===== config.mk =====
export PLATFORM = sky130hd
export DESIGN_NAME = life_game_stepper_flat
export DESIGN_NICKNAME = d
export VERILOG_FILES = /design/src/rtl/life_game_stepper_if.sv /design/src/rtl/life_game_stepper.sv /design/src/flat_wrapper.sv
export SDC_FILE = /design/constraint.sdc
export NUM_CORES = 1
export LEC_CHECK = 0
export ABC_AREA = 1
export BUFFER_PORTS_ARGS = -buffer_cell sky130_fd_sc_hd__buf_2
export CAP_MARGIN = 20
export CELL_PAD_IN_SITES_DETAIL_PLACEMENT = 1
export CELL_PAD_IN_SITES_GLOBAL_PLACEMENT = 1
export CORE_UTILIZATION = 30
export CTS_CLUSTER_DIAMETER = 30
export DETAILED_ROUTE_END_ITERATION = 12
export PLACE_DENSITY = 0.61
export REMOVE_ABC_BUFFERS = 1
export SETUP_SLACK_MARGIN = 0.05
export SYNTH_ARGS = -nofsm -noshare
export SYNTH_HDL_FRONTEND = slang
export SYNTH_SLANG_ARGS = --single-unit
export TNS_END_PERCENT = 50

===== constraint.sdc =====
create_clock -name clock -period 17.76 [get_ports clock]
set_input_delay 0.888 -clock clock [delete_from_list [all_inputs] [get_ports clock]]
set_output_delay 0.888 -clock clock [all_outputs]
set_load 0.01 [all_outputs]

===== src/rtl/life_game_stepper_if.sv =====
// Cell-bus and step-control bundle between the life stepper and its display device.
// Latency: none, wires only. Backpressure: none; the device answers reads in the same cycle.
// Ports: start/busy/done step control; cell_write/cell_address/cell_data_out/cell_data_in cell bus.
interface life_game_stepper_if;
  logic        start;
  logic        busy;
  logic        done;
  logic        cell_write;
  logic [6:0]  cell_address;
  logic [31:0] cell_data_out;
  logic [31:0] cell_data_in;

  // master: the stepper; slave: the display device / host side.
  modport master (
    input  start, cell_data_in,
    output busy, done, cell_write, cell_address, cell_data_out
  );
  modport slave (
    output start, cell_data_in,
    input  busy, done, cell_write, cell_address, cell_data_out
  );
endinterface


===== src/rtl/life_game_stepper.sv =====
// Computes one B3/S23 generation of a toroidal 64 x ROWS world, reading the current buffer and writing the other.
// Latency: busy for 6 + 4*ROWS - 1 cycles per step; done pulses in the first idle cycle afterwards.
// Backpressure: none; start is ignored while busy, reads are answered combinationally by the device.
// Ports: clock, reset (async, active-high); bus (master modport): start, busy, done, cell_write,
//        cell_address {row,half}, cell_data_out, cell_data_in.
module life_game_stepper #(
  parameter int         ROWS       = 48,
  parameter logic [6:0] INDEX_ADDR = 7'b1111111
) (
  input logic                  clock,
  input logic                  reset,
  life_game_stepper_if.master  bus
);

  typedef enum logic [2:0] {
    IDLE   = 3'd0,
    PRIME  = 3'd1,
    WRITE0 = 3'd2,
    WRITE1 = 3'd3,
    FETCH0 = 3'd4,
    FETCH1 = 3'd5,
    SWAP   = 3'd6
  } state_t;

  localparam logic [5:0] LAST_ROW = 6'(ROWS - 1);

  state_t      state, state_nxt;
  logic [5:0]  y;
  logic [2:0]  prime_cnt;
  logic [63:0] above, cur, below;
  logic [31:0] fetch_lo;
  logic        frame_index;
  logic        done_q;
  logic [63:0] next_row;

  // Row fetched ahead of the window: (y + 2) mod ROWS.
  logic [6:0]  y_plus2;
  logic [5:0]  fetch_row;
  assign y_plus2   = {1'b0, y} + 7'd2;
  assign fetch_row = (y_plus2 >= 7'(ROWS)) ? 6'(y_plus2 - 7'(ROWS)) : y_plus2[5:0];

  // Priming reads rows ROWS-1, 0, 1 (two halves each) so the window starts centred on row 0.
  logic [5:0]  prime_row;
  always_comb begin
    prime_row = 6'd1;
    case (prime_cnt[2:1])
      2'd0:    prime_row = LAST_ROW;
      2'd1:    prime_row = 6'd0;
      default: prime_row = 6'd1;
    endcase
  end

  // Column rotations: *_l[c] holds column c-1, *_r[c] holds column c+1, both mod 64.
  logic [63:0] above_l, above_r, cur_l, cur_r, below_l, below_r;
  assign above_l = {above[62:0], above[63]};
  assign above_r = {above[0], above[63:1]};
  assign cur_l   = {cur[62:0], cur[63]};
  assign cur_r   = {cur[0], cur[63:1]};
  assign below_l = {below[62:0], below[63]};
  assign below_r = {below[0], below[63:1]};

  always_comb begin
    logic [3:0] cnt;
    next_row = '0;
    cnt      = '0;
    for (int c = 0; c < 64; c++) begin
      cnt = {3'b0, above_l[c]} + {3'b0, above[c]} + {3'b0, above_r[c]}
          + {3'b0, cur_l[c]}                      + {3'b0, cur_r[c]}
          + {3'b0, below_l[c]} + {3'b0, below[c]} + {3'b0, below_r[c]};
      next_row[c] = (cnt == 4'd3) || ((cnt == 4'd2) && cur[c]);
    end
  end

  // State register.
  always_ff @(posedge clock or posedge reset) begin
    if (reset) state <= IDLE;
    else       state <= state_nxt;
  end

  // Next-state logic.
  always_comb begin
    state_nxt = state;
    case (state)
      IDLE:    if (bus.start) state_nxt = PRIME;
      PRIME:   if (prime_cnt == 3'd5) state_nxt = WRITE0;
      WRITE0:  state_nxt = WRITE1;
      WRITE1:  state_nxt = (y == LAST_ROW) ? SWAP : FETCH0;
      FETCH0:  state_nxt = FETCH1;
      FETCH1:  state_nxt = WRITE0;
      SWAP:    state_nxt = IDLE;
      default: state_nxt = IDLE;
    endcase
  end

  // Outputs decode from state and registers only; nothing here depends on an input.
  always_comb begin
    bus.cell_write    = 1'b0;
    bus.cell_address  = 7'd0;
    bus.cell_data_out = 32'd0;
    bus.busy          = 1'b1;
    case (state)
      IDLE:   bus.busy = 1'b0;
      PRIME:  bus.cell_address = {prime_row, prime_cnt[0]};
      WRITE0: begin
        bus.cell_write    = 1'b1;
        bus.cell_address  = {y, 1'b0};
        bus.cell_data_out = next_row[31:0];
      end
      WRITE1: begin
        bus.cell_write    = 1'b1;
        bus.cell_address  = {y, 1'b1};
        bus.cell_data_out = next_row[63:32];
      end
      FETCH0: bus.cell_address = {fetch_row, 1'b0};
      FETCH1: bus.cell_address = {fetch_row, 1'b1};
      SWAP: begin
        bus.cell_write    = 1'b1;
        bus.cell_address  = INDEX_ADDR;
        bus.cell_data_out = {31'b0, ~frame_index};
      end
      default: bus.busy = 1'b0;
    endcase
  end

  assign bus.done = done_q;

  // Window, row counter and frame index.
  always_ff @(posedge clock or posedge reset) begin
    if (reset) begin
      above       <= '0;
      cur         <= '0;
      below       <= '0;
      fetch_lo    <= '0;
      y           <= '0;
      prime_cnt   <= '0;
      frame_index <= 1'b0;
      done_q      <= 1'b0;
    end else begin
      done_q <= (state == SWAP);
      case (state)
        IDLE: begin
          y         <= '0;
          prime_cnt <= '0;
        end
        PRIME: begin
          prime_cnt <= prime_cnt + 3'd1;
          case (prime_cnt)
            3'd0:    above[31:0]  <= bus.cell_data_in;
            3'd1:    above[63:32] <= bus.cell_data_in;
            3'd2:    cur[31:0]    <= bus.cell_data_in;
            3'd3:    cur[63:32]   <= bus.cell_data_in;
            3'd4:    below[31:0]  <= bus.cell_data_in;
            default: below[63:32] <= bus.cell_data_in;
          endcase
        end
        FETCH0: fetch_lo <= bus.cell_data_in;
        FETCH1: begin
          above <= cur;
          cur   <= below;
          below <= {bus.cell_data_in, fetch_lo};
          y     <= y + 6'd1;
        end
        SWAP:   frame_index <= ~frame_index;
        default: ;
      endcase
    end
  end

endmodule


===== src/flat_wrapper.sv =====
// flat-port wrapper written by rule: the top's interface ports become plain ports
module life_game_stepper_flat 
#(
  parameter int         ROWS       = 48,
  parameter logic [6:0] INDEX_ADDR = 7'b1111111
)
  (clock, reset, bus_start, bus_cell_data_in, bus_busy, bus_done, bus_cell_write, bus_cell_address, bus_cell_data_out);
  life_game_stepper_if bus_i ();
  input logic clock;
  input logic reset;
  input wire logic [$bits(bus_i.start)-1:0] bus_start;
  input wire logic [$bits(bus_i.cell_data_in)-1:0] bus_cell_data_in;
  output wire logic [$bits(bus_i.busy)-1:0] bus_busy;
  output wire logic [$bits(bus_i.done)-1:0] bus_done;
  output wire logic [$bits(bus_i.cell_write)-1:0] bus_cell_write;
  output wire logic [$bits(bus_i.cell_address)-1:0] bus_cell_address;
  output wire logic [$bits(bus_i.cell_data_out)-1:0] bus_cell_data_out;
  assign bus_i.start = bus_start;
  assign bus_i.cell_data_in = bus_cell_data_in;
  assign bus_busy = bus_i.busy;
  assign bus_done = bus_i.done;
  assign bus_cell_write = bus_i.cell_write;
  assign bus_cell_address = bus_i.cell_address;
  assign bus_cell_data_out = bus_i.cell_data_out;
  life_game_stepper #(.ROWS(ROWS), .INDEX_ADDR(INDEX_ADDR)) u_core (.clock(clock), .reset(reset), .bus(bus_i));
endmodule

==> flow_metrics.env, run 1 <==
export IMPL_outcome="finished, final reports clean"
export IMPL_diodes=0
export IMPL_synth_top_family_by_area="adder cells"
export IMPL_clk_latency_ns=0.62
export IMPL_pin_count=77
export IMPL_yosysWarnings=0
export IMPL_worst_pin_slew_ns=0.983
export IMPL_port_buffers=76
export IMPL_period_share_pct=29.1
export IMPL_drtAntennaViolNets=0
export IMPL_setup_viol=0
export IMPL_dp_cells=3394
export IMPL_cts_tree="built"
export IMPL_synthCells=2425
export IMPL_synth_simple_area_share_pct=10.7
export IMPL_post_cts_setup_buffer_count=0
export IMPL_finalHoldViolCount=0
export IMPL_async_flop_share_pct=100
export IMPL_cts_buffers=81
export IMPL_cts_max_path_buffers=3
export IMPL_root_buffer="clkbuf_16"
export IMPL_max_slew_margin_pct=34.4
export IMPL_worst_endpoint_arrival_ns=4.28
export IMPL_syn_cell_area_sq_um=21700
export IMPL_grt_util_all_layers_pct=17.8
export IMPL_start_util_pct=30.3
export IMPL_startpoint_type="flip-flop"
export IMPL_rows=98
export IMPL_yosys_cell_types_count=35
export IMPL_ys_seq_area_share_pct=27.5
export IMPL_place_congestion=0.810
export IMPL_ys_ff_latch=238
export IMPL_place_hpwl_um=45300
export IMPL_finalMaxSlewViolations=0
export IMPL_dieArea_sq_um=73200
export IMPL_nFillCells=8139
export IMPL_overflow=0
export IMPL_fin_area_sq_um=26100
export IMPL_fin_util_pct=36.5
export IMPL_finalSetupTns_ns=0
export IMPL_fmax_mhz=193
export IMPL_grt_max_degree=111
export IMPL_placed_cell_area_sq_um=23000
export IMPL_drt_iter0_drc=622
export IMPL_syn2layout_area_growth_pct=20.4
export IMPL_synth_edf_count=0
export IMPL_max_cap_viol_count=0
export IMPL_grt_pass1_wl_um=103000
export IMPL_totalWireLength_um=62800
export IMPL_path_clk_slew_ns=0.04
export IMPL_cp_end_kind="output port"
export IMPL_cts_max_level=3
export IMPL_antenna_found_initial=0
export IMPL_fin_crit_ns=5.17
export IMPL_final_nets=3019
export IMPL_synthAdderAreaFrac_pct=35.3
export IMPL_final_common_cell="inv_1"
export IMPL_die_h_um=271
export IMPL_clock_sinks=238
export IMPL_synth_xor_area_share_pct=1.05
export IMPL_fin_skew_ns=0.0264
export IMPL_final_cells=3542
export IMPL_hold_class="input pin to asynchronous set/reset pin"
export IMPL_avgSynthCellArea_sq_um=8.93
export IMPL_vias=16944
export IMPL_ctsResizeCount=0
export IMPL_core_area_sq_um=71500
export IMPL_rsz0062_at_grt="false"
export IMPL_pwr_density_cell_nw_per_um2=105
export IMPL_crit_fanout=3
export IMPL_viasPerCell=4.78
export IMPL_holdBufCountCts=0
export IMPL_worst_setup_path_type="flip-flop to output port"
export IMPL_layout_common_cells="inv_1, nand2_1, fa_1, o21ai_0, dfrtp_1"
export IMPL_routedWlPerCell_um=17.7
export IMPL_peakVddDrop_mv=0.0715
export IMPL_synth_compound_area_share_pct=12.1
export IMPL_synth_main_ff_cell="dfrtp_1"
export IMPL_firstDrtPassIters=5
export IMPL_grt_pass1_vias=19420
export IMPL_muxShareOfSynthArea_pct=1.66
export IMPL_die_w_um=271
export IMPL_drcViolationCount=0
export IMPL_p_leak_uw=0.0135
export IMPL_worstPathRequired_ns=16.87
export IMPL_layout_drive_gt1_share_pct=10.8
==> layout make-up <==
type	count	area [sq um]	area share (%)
timing repair buffer	90	485	1.86
clock buffer	109	2340	8.99
tap	950	1190	4.56
clock inverter	39	676	2.59
multi-input combinational	1534	13200	50.7
inverter	582	2200	8.43
sequential	238	5960	22.9
==> through the flow <==
| step | hold slack (ns) | setup slack, ns | total power (uW) |
|---|---|---|---|
| after detailed placement | 0.464 | 13.29 | 1190 |
| final | 0.431 | 12.59 | 2740 |
| after global routing | 0.519 | 12.51 | 2910 |
| after global placement | 0.454 | 13.28 | 1120 |
| after floorplan | 0.442 | 10.34 | 1030 |
| after CTS | 0.476 | 12.59 | 2780 |
==> logic make-up (layout without fill, tap and decap cells) <==
logic type / count (synthesis) / in the layout
simple gates: 560 / 560
xor+xnor: 26 / 26
mux: 32 / 32
fa+ha+maj: 457 / 457
compound gates: 459 / 459
flops: 238 / 238
buf+inv: 653 / 820
==> cells in the mapped netlist (29+ instances only) <==
library cell | number | area [sq um]
a21oi_1 | 57 | 285
o221ai_1 | 32 | 280
clkbuf_1 | 29 | 109
buf_2 | 34 | 170
nand2_1 | 411 | 1540
inv_1 | 580 | 2180
ha_1 | 201 | 2510
dfrtp_1 | 238 | 5960
mux2_2 | 32 | 360
nor2_1 | 58 | 218
nand4_1 | 29 | 181
fa_1 | 256 | 5120
nand3_1 | 31 | 155
o21ai_0 | 254 | 1270
o211ai_1 | 35 | 263
==> worst max-delay path, stage by stage (launching register included) <==
cell and delay, ns:
dfrtp_1 0.41, ha_1 0.30, inv_1 0.05, fa_1 0.49
fa_1 0.42, fa_1 0.41, fa_1 0.44, a211oi_1 0.47
nand2_1 0.10, o22ai_1 0.33, buf_2 0.22
==> registers in the layout, summed over array words and instances, names as in the netlist <==
register            cells
u_core.fetch_lo        32
u_core.y                6
u_core.frame_index      1
u_core.bus.done         1
u_core.below           64
u_core.cur             64
u_core.above           64
u_core.state            3
u_core.prime_cnt        3
==> where the power goes <==
group	internal, uW	leakage [uW]	switching, uW
clock	1140	0.00147	432
combinational	249	0.00926	339
sequential	571	0.00278	14.7
==> per-layer routing <==
layer	GRT usage, %	share of wire, %	up-vias
li1	-	-	7897
met1	21.8	44	8723
met2	31.8	51	232
met3	2.58	3.0	92
met4	5.83	2.2	0
met5	0	0	-
==> worst paths after layout <==
path	startpoint	to	slack [ns]	cells after the start
min in group clock	u_core.frame_index	u_core.frame_index	0.48	2
worst max register to register	u_core.state[2]	u_core.above[53]	14.45	9
worst min register to register	u_core.frame_index	u_core.frame_index	0.48	2
worst max-delay path	u_core.above[38]	bus_cell_data_out[6]	12.59	10
worst min-delay path	reset	u_core.below[48]	0.43	2
max in group asynchronous	reset	u_core.prime_cnt[0]	15.74	3
No activity file was read; power rests on OpenSTA's default activity.
==> inputs of run 2 (changes only) <==
PLACE_DENSITY = 0.63   (was 0.61)
clock period = 4.3 ns   (was 17.76 ns; I/O delays follow)
==> flow_metrics.env, run 2 (synthesized netlist as in run 1, its figures left out) <==
export IMPL_grt_max_degree=112
export IMPL_layout_drive_gt1_share_pct=11.5
export IMPL_fin_crit_ns=4.15
export IMPL_drcViolationCount=0
export IMPL_grt_util_all_layers_pct=18.1
export IMPL_port_buffers=76
export IMPL_core_area_sq_um=71500
export IMPL_startpoint_type="flip-flop"
export IMPL_place_congestion=0.799
export IMPL_final_common_cell="inv_1"
export IMPL_grt_pass1_vias=19701
export IMPL_cp_end_kind="output port"
export IMPL_fin_util_pct=37.2
export IMPL_worst_setup_path_type="flip-flop to output port"
export IMPL_vias=17126
export IMPL_peakVddDrop_mv=0.300
export IMPL_hold_class="input pin to asynchronous set/reset pin"
export IMPL_rsz0062_at_grt="true"
export IMPL_p_leak_uw=0.0137
export IMPL_drtAntennaViolNets=0
export IMPL_fin_skew_ns=0.0263
export IMPL_outcome="finished, final reports clean"
export IMPL_cts_tree="built"
export IMPL_drt_iter0_drc=623
export IMPL_place_hpwl_um=47100
export IMPL_pin_count=77
export IMPL_pwr_density_cell_nw_per_um2=431
export IMPL_worst_endpoint_arrival_ns=3.94
export IMPL_period_share_pct=96.6
export IMPL_cts_max_level=3
export IMPL_post_cts_setup_buffer_count=0
export IMPL_setup_viol=0
export IMPL_worst_pin_slew_ns=1.09
export IMPL_clock_sinks=238
export IMPL_cts_buffers=84
export IMPL_die_h_um=271
export IMPL_dieArea_sq_um=73200
export IMPL_routedWlPerCell_um=17.9
export IMPL_top_regs="u_core.above: 64 flops, u_core.below: 64 flops, u_core.cur: 64 flops"
export IMPL_overflow=0
export IMPL_reg2reg_depth=6
export IMPL_rows=98
export IMPL_grt_pass1_wl_um=105000
export IMPL_start_util_pct=30.3
export IMPL_crit_fanout=3
export IMPL_cts_max_path_buffers=3
export IMPL_antenna_found_initial=0
export IMPL_firstDrtPassIters=5
export IMPL_layout_common_cells="inv_1, nand2_1, o21ai_0, fa_1, dfrtp_1"
export IMPL_finalHoldViolCount=0
export IMPL_diodes=0
export IMPL_viasPerCell=4.77
export IMPL_place_ws_ns=0.581
export IMPL_clk_latency_ns=0.63
export IMPL_max_slew_margin_pct=27.1
export IMPL_syn2layout_area_growth_pct=22.8
export IMPL_finalSetupTns_ns=0
export IMPL_final_cells=3591
export IMPL_dp_cells=3402
export IMPL_path_clk_slew_ns=0.04
export IMPL_worstPathRequired_ns=4.09
export IMPL_totalWireLength_um=64100
export IMPL_die_w_um=271
export IMPL_max_cap_viol_count=0
export IMPL_fmax_mhz=241
export IMPL_final_nets=3064
export IMPL_worst_hold_slack_ns=0.319
export IMPL_setup_slack_ns=0.146
export IMPL_finalMaxSlewViolations=0
export IMPL_root_buffer="clkbuf_16"
[run 2: what timing repair did]
action | 4_1_cts | 5_1_grt
pin swaps | 1 | 3
hold buffers | 34 | 0
resized for setup | 2 | 7
setup endpoints to repair | 1 | 11
gates cloned | 0 | 0
endpoints found under the hold margin | 173 | 0
[run 2: worst paths after layout]
check / slack, ns / startpoint / endpoint
hold reg to reg: 0.48 / u_core.frame_index / u_core.frame_index
setup reg to reg: 1.83 / u_core.prime_cnt[0] / u_core.above[31]
min in group clock: 0.39 / bus_cell_data_in[11] / u_core.below[43]
hold / removal: 0.32 / reset / u_core.below[49]
max in group asynchronous: 2.86 / reset / u_core.cur[4]
setup / recovery: 0.15 / u_core.above[5] / bus_cell_data_out[5]
[run 2: power by group]
group	switching (uW)	internal, uW	leakage [uW]
clock	1920	4650	0.00147
sequential	61.5	2360	0.00278
combinational	1400	1050	0.00945
[run 2: through the flow]
stage | power, uW | cell area [sq um]
after detailed placement | 4900 | 23100
after global routing | 12200 | 26600
after global placement | 4620 | 23100
after CTS | 11600 | 26600
final | 11400 | 26600
after floorplan | 4250 | 21300
[run 2: cell type report]
type	count	area, sq um
Inverter	582	2200
Timing Repair Buffer	132	911
Fill cell	8223	44900
Clock buffer	98	2240
Multi-Input combinational cell	1534	13200
Sequential cell	238	5960
Tap cell	950	1190
Clock inverter	57	846
[run 2: routing by layer]
layer | up-vias | global-route usage [%] | routed length, um
met5 | - | 0 | 0
met4 | 0 | 5.80 | 1400
met3 | 91 | 2.54 | 1740
met2 | 199 | 33.6 | 33900
met1 | 8835 | 21.2 | 27000
li1 | 8001 | - | -
[run 2: critical path: stages, from the launching register on]
cell and delay [ns]:
dfrtp_1 0.41, ha_1 0.29, inv_1 0.05, fa_1 0.50
fa_1 0.55, inv_1 0.06, fa_1 0.44, inv_1 0.08
fa_1 0.41, nor2_1 0.13, o2111ai_2 0.18, nand2_1 0.10
buf_2 0.13
==> inputs of run 3 (changes only) <==
HOLD_SLACK_MARGIN = 0.15   (was default)
PLACE_DENSITY = 0.61   (was 0.63)
REMOVE_ABC_BUFFERS = default   (was 1)
clock period = 4.1 ns   (was 4.3 ns; I/O delays follow)
==> flow_metrics.env, run 3 (synthesized netlist as in run 1, its figures left out) <==
export IMPL_startpoint_type="flip-flop"
export IMPL_firstDrtPassIters=5
export IMPL_layout_common_cells="inv_1, nand2_1, dfrtp_1, o21ai_0, fa_1"
export IMPL_final_common_cell="inv_1"
export IMPL_drcViolationCount=0
export IMPL_pin_count=77
export IMPL_routedWlPerCell_um=17.8
export IMPL_mappedNetlistNets=2917
export IMPL_start_util_pct=30.3
export IMPL_swShare_pct=28.8
export IMPL_cp_end_kind="output port"
export IMPL_worst_hold_slack_ns=0.373
export IMPL_fin_skew_ns=0.0206
export IMPL_multi_input_area_sq_um=13500
export IMPL_place_hpwl_um=46200
export IMPL_peakVddDrop_mv=0.366
export IMPL_crit_slowest_cell="fa_1"
export IMPL_outcome="finished, final reports clean"
export IMPL_clk_latency_ns=0.61
export IMPL_pwr_density_cell_nw_per_um2=438
export IMPL_crit_fanout=3
export IMPL_die_h_um=271
export IMPL_cts_max_path_buffers=3
export IMPL_totalWireLength_um=64100
export IMPL_cts_tree="built"
export IMPL_period_share_pct=97.5
export IMPL_finalSetupTns_ns=0
export IMPL_worst_endpoint_arrival_ns=3.79
export IMPL_cts_max_level=3
export IMPL_fin_crit_ns=4.00
export IMPL_crit_chain="ha_1 -> inv_1 -> fa_1 -> fa_1 -> fa_2 -> fa_1 -> xor2_1 -> nand4_1 -> o21ai_1 -> buf_2"
export IMPL_p_leak_uw=0.0137
export IMPL_path_common_cell="fa_1"
export IMPL_finalMaxSlewViolations=0
export IMPL_port_buffers=76
export IMPL_drt_iter0_drc=686
export IMPL_power_internal_uw=8360
export IMPL_rows=98
export IMPL_ff_latch_area_sq_um=5960
export IMPL_finalHoldViolCount=0
export IMPL_path_clk_slew_ns=0.04
export IMPL_final_cells=3594
export IMPL_overflow=0
export IMPL_grt_max_degree=128
export IMPL_grt_util_all_layers_pct=18.1
export IMPL_cts_buffers=85
export IMPL_dp_cells=3398
export IMPL_max_stage_delay_ns=0.50
export IMPL_root_buffer="clkbuf_16"
export IMPL_p_seq_share_pct=21.6
export IMPL_hold_class="input pin to flip-flop"
export IMPL_clock_sinks=238
export IMPL_top_regs="u_core.above: 64 flops, u_core.below: 64 flops, u_core.cur: 64 flops"
export IMPL_nFillCells=8205
export IMPL_layout_drive_gt1_share_pct=14.5
export IMPL_grt_pass1_vias=19774
export IMPL_rsz0062_at_grt="true"
export IMPL_max_slew_margin_pct=31.0
export IMPL_drtAntennaViolNets=0
export IMPL_p_total_uw=11700
export IMPL_grt_pass1_wl_um=105000
export IMPL_place_congestion=0.791
export IMPL_final_nets=3068
export IMPL_syn2layout_area_growth_pct=23.8
export IMPL_worst_pin_slew_ns=1.03
export IMPL_die_w_um=271
export IMPL_viasPerCell=4.76
export IMPL_setup_viol=0
export IMPL_max_cap_viol_count=0
export IMPL_core_area_sq_um=71500
export IMPL_vias=17120
export IMPL_fmax_mhz=250
export IMPL_power_share_clock_pct=55.3
export IMPL_worstPathRequired_ns=3.89
export IMPL_dieArea_sq_um=73200
export IMPL_p_switching_uw=3390
export IMPL_power_share_combinational_pct=23.1
export IMPL_antenna_found_initial=1
export IMPL_worst_setup_path_type="flip-flop to output port"
==> run 3: per-stage QoR <==
stage	worst slack (ns)	util [%]	instance area [sq um]
after global routing	-0.0847	37.5	26800
after CTS	0.0495	37.2	26600
after global placement	0.496	32.4	23100
final	0.101	37.5	26800
after floorplan	0.775	-	21700
after detailed placement	0.474	32.4	23200
==> run 3: final timing paths <==
| kind | to | start | depth (start not counted) | slack, ns |
|---|---|---|---|---|
| max | bus_cell_data_out[14] | u_core.above[13] | 10 | 0.10 |
| min | u_core.below[55] | bus_cell_data_in[23] | 4 | 0.37 |
| max reg2reg | u_core.above[50] | u_core.state[2] | 8 | 1.66 |
| min reg2reg | u_core.frame_index | u_core.frame_index | 2 | 0.47 |
| max in group asynchronous | u_core.below[30] | reset | 5 | 2.39 |
| min in group asynchronous | u_core.below[60] | reset | 4 | 0.71 |
==> run 3: cell type report <==
class | instances | area share, %
antenna | 1 | 0.00933
clock buffer | 121 | 9.26
multi-input combinational | 1534 | 50.5
tap | 950 | 4.43
sequential | 238 | 22.2
inverter | 582 | 8.18
clock inverter | 33 | 1.62
timing repair buffer | 135 | 3.82
==> run 3: power by group through the flow <==
stage          clock network, uW  registers (uW)  logic (uW)
4_1_cts                     6620            2540        2670
3_3_place_gp                   0            2560        2300
3_5_place_dp                   0            2570        2570
6_report                    6500            2540        2710
2_1_floorplan                  0            2550        1910
5_1_grt                     6740            2550        3160
==> run 3: worst max-delay path, delay by kind of cell (launching register included) <==
kind,cells,cell delay (ns)
compound gates,1,0.14
buf+inv,2,0.21
flops,1,0.41
xor+xnor,1,0.18
fa+ha+maj,5,2.01
simple gates,1,0.24
==> run 3: per-layer routing <==
layer | vias to the layer above | track usage (%) | part of all wire, %
met5 | - | 0 | 0
li1 | 8000 | - | -
met3 | 113 | 3.04 | 3.3
met1 | 8757 | 21.4 | 42
met4 | 0 | 6.51 | 3.2
met2 | 250 | 32.6 | 52
==> run 3: what timing repair did <==
action	CTS	global route
pin swaps	38	42
endpoints found under the hold margin	460	0
setup endpoints to repair	24	31
hold buffers	35	0
setup buffers	1	5
resized for setup	53	60
